### src/rtl/isr_nesting_stack.sv
// Interrupt in-service nesting stack: tracks acknowledged IRQs, pops on EOI and feeds the
// current in-service priority back to the encoder. Error reporting is built only when ISR_NEST_ERR_FLAGS_EN is defined.
module isr_nesting_stack #(
  parameter  int unsigned DEPTH = 8,
  parameter  int unsigned ID_W  = 3,
  localparam int unsigned DW    = $clog2(DEPTH + 1),
  localparam int unsigned AW    = (DEPTH > 1) ? $clog2(DEPTH) : 1,
  localparam int unsigned NI    = 1 << ID_W
) (
  input  logic            clk,
  input  logic            reset_n,
  input  logic            int_valid,
  input  logic [ID_W-1:0] irq_id,
  input  logic            cpu_ack,
  input  logic            eoi,
  input  logic            err_clr,
  output logic [ID_W-1:0] current_isr_priority,
  output logic [NI-1:0]   isr_active,
  output logic [DW-1:0]   nest_depth,
  output logic            stack_empty,
  output logic            stack_full,
  output logic            overflow_err,
  output logic            underflow_err,
  output logic            order_err
);

  logic [ID_W-1:0] stack_q [DEPTH];
  logic [DW-1:0]   depth_q,  depth_d;
  logic [ID_W-1:0] top_q,    top_d;
  logic [NI-1:0]   active_q, active_d;
  logic            empty_q,  empty_d;
  logic            full_q,   full_d;

  logic            push_req;
  logic            wr_en;
  logic [AW-1:0]   wr_idx;
  logic [DW-1:0]   base_depth;
  logic [ID_W-1:0] base_top;
  logic [NI-1:0]   base_active;
  logic            ovf_evt, udf_evt, ord_evt;

  // NOTE: every signal assigned here gets a default first, so no path leaves a latch behind.
  always_comb begin
    push_req    = cpu_ack & int_valid;
    ovf_evt     = 1'b0;
    udf_evt     = 1'b0;
    ord_evt     = 1'b0;
    wr_en       = 1'b0;
    wr_idx      = '0;
    base_depth  = depth_q;
    base_top    = top_q;
    base_active = active_q;

    // The pop is retired first; a simultaneous push is judged against what it reveals.
    if (eoi) begin
      if (depth_q == '0) begin
        udf_evt = 1'b1;
      end else begin
        base_depth            = depth_q - DW'(1);
        base_active[top_q]    = 1'b0;
        base_top              = (depth_q > DW'(1)) ? stack_q[AW'(depth_q - DW'(2))] : '1;
      end
    end

    depth_d  = base_depth;
    top_d    = base_top;
    active_d = base_active;

    if (push_req) begin
      if ((base_depth != '0) && (irq_id >= base_top)) begin
        ord_evt = 1'b1;
      end else if (base_depth == DW'(DEPTH)) begin
        ovf_evt = 1'b1;
      end else begin
        wr_en            = 1'b1;
        wr_idx           = AW'(base_depth);
        depth_d          = base_depth + DW'(1);
        top_d            = irq_id;
        active_d[irq_id] = 1'b1;
      end
    end

    empty_d = (depth_d == '0);
    full_d  = (depth_d == DW'(DEPTH));
  end

  // NOTE: sequential state uses non-blocking assignments only, so every flop sees pre-edge values.
  always_ff @(posedge clk) begin
    if (!reset_n) begin
      depth_q  <= '0;
      top_q    <= '1;
      active_q <= '0;
      empty_q  <= 1'b1;
      full_q   <= 1'b0;
    end else begin
      depth_q  <= depth_d;
      top_q    <= top_d;
      active_q <= active_d;
      empty_q  <= empty_d;
      full_q   <= full_d;
    end
  end

  // NOTE: the stack RAM is deliberately not reset; slots at or above depth are never read.
  always_ff @(posedge clk) begin
    if (reset_n && wr_en) begin
      stack_q[wr_idx] <= irq_id;
    end
  end

  assign current_isr_priority = top_q;
  assign isr_active           = active_q;
  assign nest_depth           = depth_q;
  assign stack_empty          = empty_q;
  assign stack_full           = full_q;

`ifdef ISR_NEST_ERR_FLAGS_EN
  logic ovf_q, ovf_d;
  logic udf_q, udf_d;
  logic ord_q, ord_d;

  // A new event in the same cycle as err_clr keeps its flag set.
  always_comb begin
    ovf_d = (ovf_q & ~err_clr) | ovf_evt;
    udf_d = (udf_q & ~err_clr) | udf_evt;
    ord_d = (ord_q & ~err_clr) | ord_evt;
  end

  always_ff @(posedge clk) begin
    if (!reset_n) begin
      ovf_q <= 1'b0;
      udf_q <= 1'b0;
      ord_q <= 1'b0;
    end else begin
      ovf_q <= ovf_d;
      udf_q <= udf_d;
      ord_q <= ord_d;
    end
  end

  assign overflow_err  = ovf_q;
  assign underflow_err = udf_q;
  assign order_err     = ord_q;
`else
  logic unused_err;
  assign unused_err    = ^{err_clr, ovf_evt, udf_evt, ord_evt};
  assign overflow_err  = 1'b0;
  assign underflow_err = 1'b0;
  assign order_err     = 1'b0;
`endif

endmodule

### config.mk
export PLATFORM = sky130hd
export DESIGN_NAME = isr_nesting_stack
export DESIGN_NICKNAME = d
export VERILOG_FILES = /design/src/rtl/isr_nesting_stack.sv
export SDC_FILE = /design/constraint.sdc
export NUM_CORES = 1
export LEC_CHECK = 0
export CORE_MARGIN = 3
export CORE_UTILIZATION = 54
export CTS_CLUSTER_DIAMETER = 150
export DETAILED_ROUTE_END_ITERATION = 16
export GPL_TIMING_DRIVEN = 1
export PLACE_DENSITY = 0.81
export SKIP_LAST_GASP = 1
export SYNTH_ARGS = -nofsm -noshare
export SYNTH_HDL_FRONTEND = slang
export SYNTH_SLANG_ARGS = --single-unit
### constraint.sdc
create_clock -name clk -period 4.9 [get_ports clk]
set_clock_uncertainty 0.15 [all_clocks]
set_input_delay 0.98 -clock clk [delete_from_list [all_inputs] [get_ports clk]]
set_output_delay 0.98 -clock clk [all_outputs]
set_load 0.05 [all_outputs]
==> summary.md, run 1 <==
| Metric | Value |
|---|---|
| FP Rows | 22 |
| Hold depth | 2 |
| Crit-path most repeated cell | buf_4 |
| Cell-internal power | between 800 and 900 µW |
| Reg-to-Reg End | stack_q[7][1] |
| DRT Wirelength | between 4000 and 5000 µm |
| Syn avg cell area | approximately 12 µm² |
| Kind of critical path | input pin to register |
| GRT Util Overall | about a fifth |
| CTS max path bufs | 2 |
| Status | finished, final reports clean |
| DP Worst Slack | roughly 490 ps |
| Instance count on the critical path | 12 |
| Drt first-iter violations | 66 |
| CP delay by family, top | buffers and inverters |
| Routability cong. | 0.842 |
| Via-per-instance ratio | 5.85 |
| Area contributors post-synth | edfxtp_1, dfxtp_1, ha_1, mux4_2, nand3_1 |
| Drt drc | 0 |
| Crit path max fanout | 10 |
| Starting density of the core | 57.2% |
| Crit path DAT | between 3000 and 4000 ps |
| Worst path required time | 4680 ps |
| PD cells | between 600 and 700 mW/mm² |
| Fin. Hold Viols | 0 |
| Post-synthesis compound-gate area fraction | between 10% and 20% |
| CP startpoint kind | input pin |
| Critical path's slowest cell | nor4b_1 |
| I/O Buffers | 24 |
| Crit end category | register |
| Layout area overhead | 16.6% |
| FF-to-FF path depth | 14 |
| Worst Setup SP | eoi |
| Xor/xnor share of the synthesized area | 1.58% |
| Mapped Area | between 0.002 and 0.0025 mm² |
| Layout cell share with drive strength beyond 1 | 14.2% |
| Clk slew on worst S/H paths | about 80 ps |
| Worst setup margin | roughly 760 ps |
| Critical path buffer and inverter count | 5 |
| Worst-Margin Slew | 716 ps |
| Hold slack | 331 ps |
| Fin Setup TNS | 0 ps |
| IO Count | 29 |
| Leakage | 0.890 nW |
| Fin nets | between 200 and 250 |
| RSZ-0062 raised after global routing | no |
| Number of cells produced by synthesis | roughly 180 |
| Clock sinks | 41 |
| Total power draw | about 1.5 mW |
| Vias in the first global route | 1562 |
| Global-route wire length before repair | between 7000 and 8000 µm |
| Detailed-route via count | 1515 |
| Max incr delay on CP | ~600 ps |
| Root buffer cell | clkbuf_8 |
| EDFF count, synth | 24 |
| Multiplexer share of the synthesized area | roughly a tenth |
| DRT Pass-1 Iters | 4 |
| Ant. Diodes | 0 |
| Worst Hold Endpoint | isr_active[2] |
| Post-DP HPWL | 3350 µm |
| HP Start | isr_active[2] |
| Seq pwr share | 31.1% |
| FF-to-FF Start | nest_depth[0] |
| YS warnings | 0 |
| Slew Limit Fails | 0 |
| Yosys top cell area share | roughly 34% |
| Worst vdd ir | ~0.00043 V |
| Post-synth ARST share | 0% |
| Gate power share | 55.1% |
| Switching pwr | 672 µW |
| Initial antenna violation count | 0 |
| Resize count post-CTS | 0 |
| Die height | a little under 70 µm |
| Synth Area in Simple Gates | 17.2% |
| Most used DFF post-synth | edfxtp_1 |
| Final Cycle Share | roughly 84% |
| Final count of negative-setup-slack endpoints | 0 |
| Pin count of the biggest net entering global routing | 17 |
| Post-synth cell types | 53 |
| Max-Cap Viols | 0 |
| H-tree depth | 2 |
| Gr ovfl total | 0 |
| Min Tclk post-route | between 4000 and 5000 ps |
| Fmax | approximately 240 MHz |
| Register area share after synthesis | 49.6% |
| Cell area after placement | about 0.0024 mm² |
| Fillers | slightly below 300 |
| Clock latency at the later pin of the worst-skew pair | just under 300 ps |
| R2R Setup Slk | 790 ps |
| TritonCTS clock tree | yes |
| Hold WC Path Type | register to register |
| Synthesized flop and latch total | just over 40 |
| Die footprint | 0.00475 mm² |
| Cell Chain, Critical Path | clkdlybuf4s50_1 -> nor2b_1 -> buf_4 -> mux2i_4 -> inv_4 -> ha_1 -> inv_1 -> a211o_1 -> a31oi_1 -> o21ai_1 -> buf_4 -> nor4b_1 |
| WL/cell | 17.4 µm |
| Cell area after layout | ~0.0025 mm² |
| Main combinational cell family by area after synthesis | simple AND/OR/NAND/NOR gates |
| Area leader, netlist | edfxtp_1 |
| Core Footprint | about 0.0037 mm² |
| Post-route ant nets | 0 |
| Max transition margin | 51.8% |
| Post-CTS Setup Repair Bufs | 0 |
| Die Wd | between 60 and 70 µm |
| Clock Power Share | 13.8% |
| CTS Buf Count | 5 |
| Sw Share | between 40% and 50% |
| Hold bufs inserted after CTS | 0 |
| Synth Area in Adders | under 10% |
-- state kept, by name (all words and copies together) (netlist names) --
signal	flops
current_isr_priority	3
stack_q	24
stack_empty	1
isr_active	8
stack_full	1
nest_depth	4
-- power groups by stage --
stage	sequential, mW	clock, mW	combinational, mW
2_1_floorplan	0.573	0	0.541
3_3_place_gp	0.474	0	0.798
3_5_place_dp	0.479	0	0.833
4_1_cts	0.472	0.213	0.837
5_1_grt	0.480	0.227	0.912
6_report	0.471	0.210	0.836
-- synthesized netlist by cell type, types with 2 or more instances --
master	number
a211o_1	2
a211oi_1	2
a21oi_1	4
a31oi_1	2
and2_1	2
buf_4	4
clkbuf_1	3
dfxtp_1	17
edfxtp_1	24
ha_1	11
inv_1	8
mux2_1	2
mux2_2	3
mux4_2	6
nand2_1	16
nand2b_1	3
nand3_1	13
nand4_1	2
nor2_1	9
nor2b_1	4
nor3_1	5
o21ai_1	2
o22ai_1	2
o31ai_1	7
or4_1	2
-- cells in the final DEF, fill, tap and decap left out, types with 3 or more instances in the layout --
cell type	n
clkdlybuf4s50_1	24
edfxtp_1	24
dfxtp_1	17
nand2_1	16
nand3_1	13
ha_1	11
nor2_1	9
inv_1	8
o31ai_1	7
mux4_2	6
nor3_1	5
clkbuf_8	5
nor2b_1	4
a21oi_1	4
mux2_2	3
nand2b_1	3
conb_1	3
buf_4	3
-- worst register-to-register path, delay by kind of cell (launching register included) --
kind,cells,cell delay [ps]
and+or+nand+nor,3,900
buffers and inverters,5,800
DFF,1,650
AOI/OAI and AO/OA,3,580
adders and majority gates,2,530
xor gates and xnor gates,1,120
-- metal layers --
layer / wire [µm] / track usage, %
met3: 303 / 5.35
met4: 53 / 5.84
met5: 0 / 0
met2: 2300 / 36.9
met1: 1860 / 26.6
-- per-stage QoR --
step | util [%] | cells
final | 66.6 | 259
after global routing | 66.6 | 259
after CTS | 66.6 | 259
after detailed placement | 64.4 | 251
after global placement | 64.4 | 251
after floorplan | - | 185
-- area by class of cell --
type	count	area [µm²]	area share [%]
Clock buffer	6	72.6	2.91
Clock inverter	2	10.0	0.401
Inverter	10	40.0	1.60
Multi-Input combinational cell	125	988	39.6
Sequential cell	41	1060	42.5
Tap cell	48	60.1	2.41
Timing Repair Buffer	27	263	10.5
-- worst max-delay path by stage --
| stage | to |
|---|---|
| 4_1_cts | stack_q[6][2] |
| 5_1_grt | stack_q[7][0] |
| 2_1_floorplan | stack_q[7][0] |
| 6_report | stack_q[7][1] |
| 3_5_place_dp | stack_q[6][2] |
| 3_3_place_gp | stack_q[7][1] |
-- logic make-up after synthesis --
family                   count (synthesis)
AO/OA/AOI/OAI                           29
AND/OR/NAND/NOR                         66
XOR/XNOR                                 3
flip-flops                              41
other                                    1
multiplexers                            13
adder cells (fa/ha/maj)                 11
buffers and inverters                   19
Power figures use the tool's default switching activity.
==> run 2: changes to the inputs <==
Clock period 4.9 ns to 4.1 ns, I/O delays scaled along.
==> run 2 against run 1 <==
Net effect:
- die area stayed put
- clock-buffer cell count down 1
- total power rose by 23%
- critical path depth did not move
- worst hold slack got worse by 15 ps
- worst setup slack lost 440 ps
- wire length is 3.9% higher
- cell count is 3.9% higher
- flip-flop and latch count is the same
- sequential share of layout area fell by 1.3 points
- critical endpoint is now stack_q[2][0]
- largest cell class unchanged
- largest power group unchanged
==> summary.md, run 2 (synthesis results as in run 1) <==
| Metric | Value |
|---|---|
| Status | finished, final reports clean |
| Cell Chain, Critical Path | clkdlybuf4s50_1 -> nor2b_1 -> buf_4 -> xnor2_2 -> inv_2 -> ha_1 -> inv_1 -> a211o_1 -> a31oi_1 -> o21ai_1 -> or2_1 -> nor4b_2 |
| Detailed-route via count | about 1600 |
| Worst vdd ir | between 0.0005 and 0.0006 V |
| Core Footprint | between 0.003 and 0.004 mm² |
| Vias in the first global route | around 1600 |
| GRT Util Overall | approximately 23% |
| Hold depth | 2 |
| Critical path's slowest cell | clkdlybuf4s50_1 |
| FP Rows | 22 |
| Max-Cap Viols | 0 |
| Final count of negative-setup-slack endpoints | 0 |
| Layout cell share with drive strength beyond 1 | between 15 and 20% |
| Worst path required time | ~4000 ps |
| Post-DP HPWL | 3540 µm |
| H-tree depth | 2 |
| FF-to-FF path depth | 11 |
| PD cells | about 730 mW/mm² |
| CTS Buf Count | 5 |
| Max incr delay on CP | about 470 ps |
| Commonest cells after routing, fill and taps aside | clkdlybuf4s50_1, edfxtp_1, dfxtp_1 |
| Kind of critical path | input pin to register |
| Post-CTS Setup Repair Bufs | 0 |
| Largest reg by FF count | stack_q |
| Layout area overhead | 20.3% |
| Die height | 68.9 µm |
| Clock latency at the later pin of the worst-skew pair | roughly 300 ps |
| Via-per-instance ratio | just under 6 |
| Die footprint | 0.00475 mm² |
| Min Tclk post-route | around 3800 ps |
| Pin count of the biggest net entering global routing | 17 |
| DP Worst Slack | 56.9 ps |
| Fin Setup TNS | 0 ps |
| Hold bufs inserted after CTS | 0 |
| I/O Buffers | 24 |
| TritonCTS clock tree | yes |
| Root buffer cell | clkbuf_8 |
| Hold WC Path Type | register to register |
| Initial antenna violation count | 0 |
| DRT Pass-1 Iters | 5 |
| Max transition margin | between 60% and 70% |
| Fmax | ~260 MHz |
| Global-route wire length before repair | 7580 µm |
| DRT Wirelength | approximately 4700 µm |
| Crit path DAT | about 3600 ps |
| WL/cell | between 15 and 20 µm |
| Drt first-iter violations | ~120 |
| Die Wd | 68.9 µm |
| Final Cycle Share | around 90% |
| Crit path max fanout | 4 |
| Worst setup margin | ~330 ps |
| Drt drc | 0 |
| Clock sinks | 41 |
| Resize count post-CTS | 0 |
| Fin nets | 240 |
| Worst-Margin Slew | about 560 ps |
| CTS max path bufs | 2 |
| Leakage | roughly 0.94 nW |
| Max reg flops | 24 |
| Crit end category | register |
| IO Count | 29 |
| Starting density of the core | between 50 and 60% |
| Fin. Hold Viols | 0 |
| Gr ovfl total | 0 |
| Ant. Diodes | 0 |
| Slew Limit Fails | 0 |
| RSZ-0062 raised after global routing | no |
| CP startpoint kind | input pin |
| Clk slew on worst S/H paths | around 80 ps |
| Post-route ant nets | 0 |
| Routability cong. | between 0.7 and 0.8 |
[run 2: changes by cell type in the layout (fill, tap and decap cells not counted), sizes merged]
cell and delta:
buf +10, clkbuf -1, clkinvlp +1
[run 2: stage by stage]
step | instances | cell area (µm²) | power [mW] | util, % | hold slack (ps)
global placement | 261 | 2490 | 1.56 | 66.4 | 295
floorplan | 185 | 2150 | 1.33 | - | 517
detailed placement | 261 | 2490 | 1.61 | 66.4 | 297
CTS | 269 | 2570 | 1.88 | 68.8 | 316
global route | 269 | 2570 | 1.99 | 68.8 | 341
finish | 269 | 2570 | 1.87 | 68.8 | 316
[run 2: path summary, 6_finish.rpt]
check / slack [ps] / from / end
hold reg to reg: 320 / isr_active[0] / isr_active[0]
hold / removal: 320 / isr_active[0] / isr_active[0]
setup reg to reg: 380 / nest_depth[0] / stack_q[2][0]
setup / recovery: 330 / eoi / stack_q[2][0]
[run 2: area by class of cell]
class	instances	area, µm²
fill	272	1170
sequential	41	1060
multi-input combinational	125	988
timing repair buffer	37	338
clock buffer	5	68.8
tap	48	60.1
inverter	10	40.0
clock inverter	3	17.5
[run 2: metal layers]
metal / vias up / track usage (%) / wire length (µm)
li1: 753 / - / -
met1: 742 / 27.0 / 1890
met2: 69 / 38.6 / 2380
met3: 14 / 6.81 / 311
met4: 0 / 7.79 / 97
met5: - / 0 / 0
[run 2: report_power, final]
group	switching, mW	internal (mW)	leakage [nW]
sequential	0.0524	0.493	0.355
clock	0.142	0.117	0.0439
combinational	0.636	0.431	0.540
[run 2: critical path, delay by kind of cell]
family / cells / cell delay (ps)
simple gates: 3 / 1040
buf+inv: 4 / 850
compound gates: 3 / 570
fa+ha+maj: 1 / 180
xor+xnor: 1 / 100
==> run 3: changes to the inputs <==
Settings changed: ABC_AREA from default to 1, CORE_UTILIZATION 54 to 55, PLACE_DENSITY 0.81 to 0.82, TNS_END_PERCENT from default to 100.
==> run 3 against run 2 <==
Net effect:
- global-route usage decreased by 2.1 points
- first-iteration DRC count decreased by 11%
- worst setup slack improved by 220 ps
- synthesized cell count increased by 36%
- combinational power increased by 7%
==> summary.md, run 3 <==
| Metric | Value |
|---|---|
| Status | finished, final reports clean |
| YS warnings | 0 |
| Routability cong. | 0.885 |
| PD cells | approximately 760 mW/mm² |
| HP Start | isr_active[4] |
| Drt first-iter violations | approximately 110 |
| DRT Pass-1 Iters | 4 |
| Final Cycle Share | between 80% and 90% |
| Die Wd | around 70 µm |
| Final core occ | a little over two thirds |
| Root buffer cell | clkbuf_8 |
| Detailed-route via count | 1794 |
| Syn avg cell area | about 9 µm² |
| Clock Power Share | 16.0% |
| Slew Limit Fails | 0 |
| Gate power share | between 50% and 60% |
| Global-route wire length before repair | roughly 8000 µm |
| Hold WC Path Type | register to register |
| Fin nets | 300 |
| Crit path max fanout | 8 |
| Fin Setup TNS | 0 ps |
| Non-filler cells in the finished layout | about 330 |
| CTS Buf Count | 5 |
| Initial antenna violation count | 0 |
| Synthesized flop and latch total | 41 |
| Worst-Margin Slew | around 540 ps |
| Cell area after placement | between 0.002 and 0.003 mm² |
| Clock sinks | a little over 40 |
| R2R Setup Slk | between 600 and 700 ps |
| Starting density of the core | approximately 59% |
| Yosys top cell area share | 32.3% |
| Synth cell count leaders | nand2_1, nand3_1, edfxtp_1 |
| Total power draw | between 2 and 2.5 mW |
| Most common cell after layout, fill and taps aside | nand2_1 |
| H-tree depth | 2 |
| Hold bufs inserted after CTS | 0 |
| Fillers | 295 |
| Worst path required time | approximately 3900 ps |
| Worst vdd ir | 0.000384 V |
| Max reg flops | 24 |
| Resize count post-CTS | 0 |
| Pin count of the biggest net entering global routing | 17 |
| Reg-to-Reg End | stack_q[7][0] |
| Area leader, netlist | edfxtp_1 |
| Register area share after synthesis | 47.6% |
| Layout area overhead | 19.1% |
| DRT Wirelength | roughly 4700 µm |
| Mapped Area | 0.00223 mm² |
| Core Footprint | between 0.003 and 0.004 mm² |
| Clk slew on worst S/H paths | about 80 ps |
| Post-synth cell types | 31 |
| Max transition margin | roughly 64% |
| Crit end category | register |
| Reg area | roughly 0.0011 mm² |
| Die height | approximately 70 µm |
| Vias in the first global route | roughly 1800 |
| FF-to-FF Start | nest_depth[0] |
| Max-Cap Viols | 0 |
| Largest reg by FF count | stack_q |
| Commonest cells after routing, fill and taps aside | nand2_1, nand3_1, clkdlybuf4s50_1, edfxtp_1, inv_1 |
| Count leader, synth | nand2_1 |
| CTS max path bufs | 2 |
| Hold slack | approximately 350 ps |
| RSZ-0062 raised after global routing | no |
| Seq pwr share | between 20% and 30% |
| Fmax | roughly 280 MHz |
| Worst Setup SP | eoi |
| Number of cells produced by synthesis | ~250 |
| Final count of negative-setup-slack endpoints | 0 |
| Sw Share | 48.3% |
| FP Rows | 22 |
| IO Count | 29 |
| Cell area after layout | 0.00266 mm² |
| Clock latency at the later pin of the worst-skew pair | just under 300 ps |
| GRT Util Overall | around a fifth |
| Hold depth | 2 |
| I/O Buffers | 24 |
| Crit path DAT | 3380 ps |
| DP Worst Slack | 289 ps |
| Cell-internal power | about 1.0 mW |
| Area contributors post-synth | edfxtp_1, dfxtp_1, nand3_1, nand2_1, ha_1 |
| Switching pwr | 973 µW |
| Ant. Diodes | 0 |
| TritonCTS clock tree | yes |
| Min Tclk post-route | 3550 ps |
| Fin. Hold Viols | 0 |
| Layout cell share with drive strength beyond 1 | between 10% and 20% |
| CP startpoint kind | input pin |
| Gr ovfl total | 0 |
| Kind of critical path | input pin to register |
| Via-per-instance ratio | 5.45 |
| Area of the multi-input gates | between 0.001 and 0.0015 mm² |
| Post-CTS Setup Repair Bufs | 0 |
| Drt drc | 0 |
| Leakage | between 1 and 1.5 nW |
| Post-DP HPWL | between 3000 and 4000 µm |
| Die footprint | 0.00486 mm² |
| Post-synth ARST share | 0% |
| Worst setup margin | roughly 550 ps |
| Most used DFF post-synth | edfxtp_1 |
| Placed Cells | 321 |
| Worst Hold Endpoint | isr_active[4] |
| EDFF count, synth | 24 |
| Post-route ant nets | 0 |
| WL/cell | roughly 14 µm |
| FF-to-FF path depth | 15 |
[run 3: changes by cell type in the layout (fill, tap and decap cells not counted), sizes merged, moves of 5 or more]
cell / delta
mux4: -6
o31ai: -7
nand3: +30
nand2: +45
nor2: +10
buf: -6
inv: +13
mux2: -5
[run 3: worst max-delay path by stage]
stage          cells past startpoint            end  slack (ps)
2_1_floorplan                     17  stack_q[0][0]         290
3_3_place_gp                      13  stack_q[2][0]         330
3_5_place_dp                      13  stack_q[1][1]         290
4_1_cts                           13  stack_q[7][1]         580
5_1_grt                           13  stack_q[0][0]         390
6_report                          13  stack_q[7][0]         550
[run 3: metal layers]
| layer | global-route usage, % | up-vias | part of all wire, % |
|---|---|---|---|
| met5 | 0 | - | 0 |
| met3 | 4.49 | 11 | 6.6 |
| met1 | 26.7 | 802 | 45 |
| li1 | - | 914 | - |
| met4 | 8.94 | 0 | 1.6 |
| met2 | 32.7 | 67 | 47 |
[run 3: logic make-up after synthesis]
group           Yosys count  share of synthesized area [%]
other cells               1                          0.168
xor+xnor                  1                          0.393
buf+inv                  34                           6.39
flops                    41                           47.6
compound gates           31                           11.6
simple gates            130                           27.7
fa+ha+maj                11                           6.17
[run 3: final cells by class]
type / instances / share of cell area, %
clock buffers: 6 / 2.73
flip-flops and latches: 41 / 39.9
inverters: 25 / 3.63
repair buffers: 31 / 11.0
clock inverters: 2 / 1.46
well taps: 48 / 2.26
multi-input cells: 176 / 39.0
[run 3: power by group through the flow]
stage	sequential, mW	combinational, mW	clock, mW
global placement	0.548	1.11	0
detailed placement	0.551	1.14	0
global route	0.551	1.28	0.345
finish	0.544	1.15	0.321
CTS	0.542	1.15	0.325
floorplan	0.690	0.719	0
[run 3: worst max-delay path: stages]
cell	delay, ps
clkdlybuf4s50_1	480
nand2_1	100
nor2_1	220
nand3_1	120
o21ai_0	120
ha_1	300
a21oi_1	150
o211ai_1	210
a21oi_4	260
nand2_4	100
inv_4	110
nand3_1	130
nor2_1	260
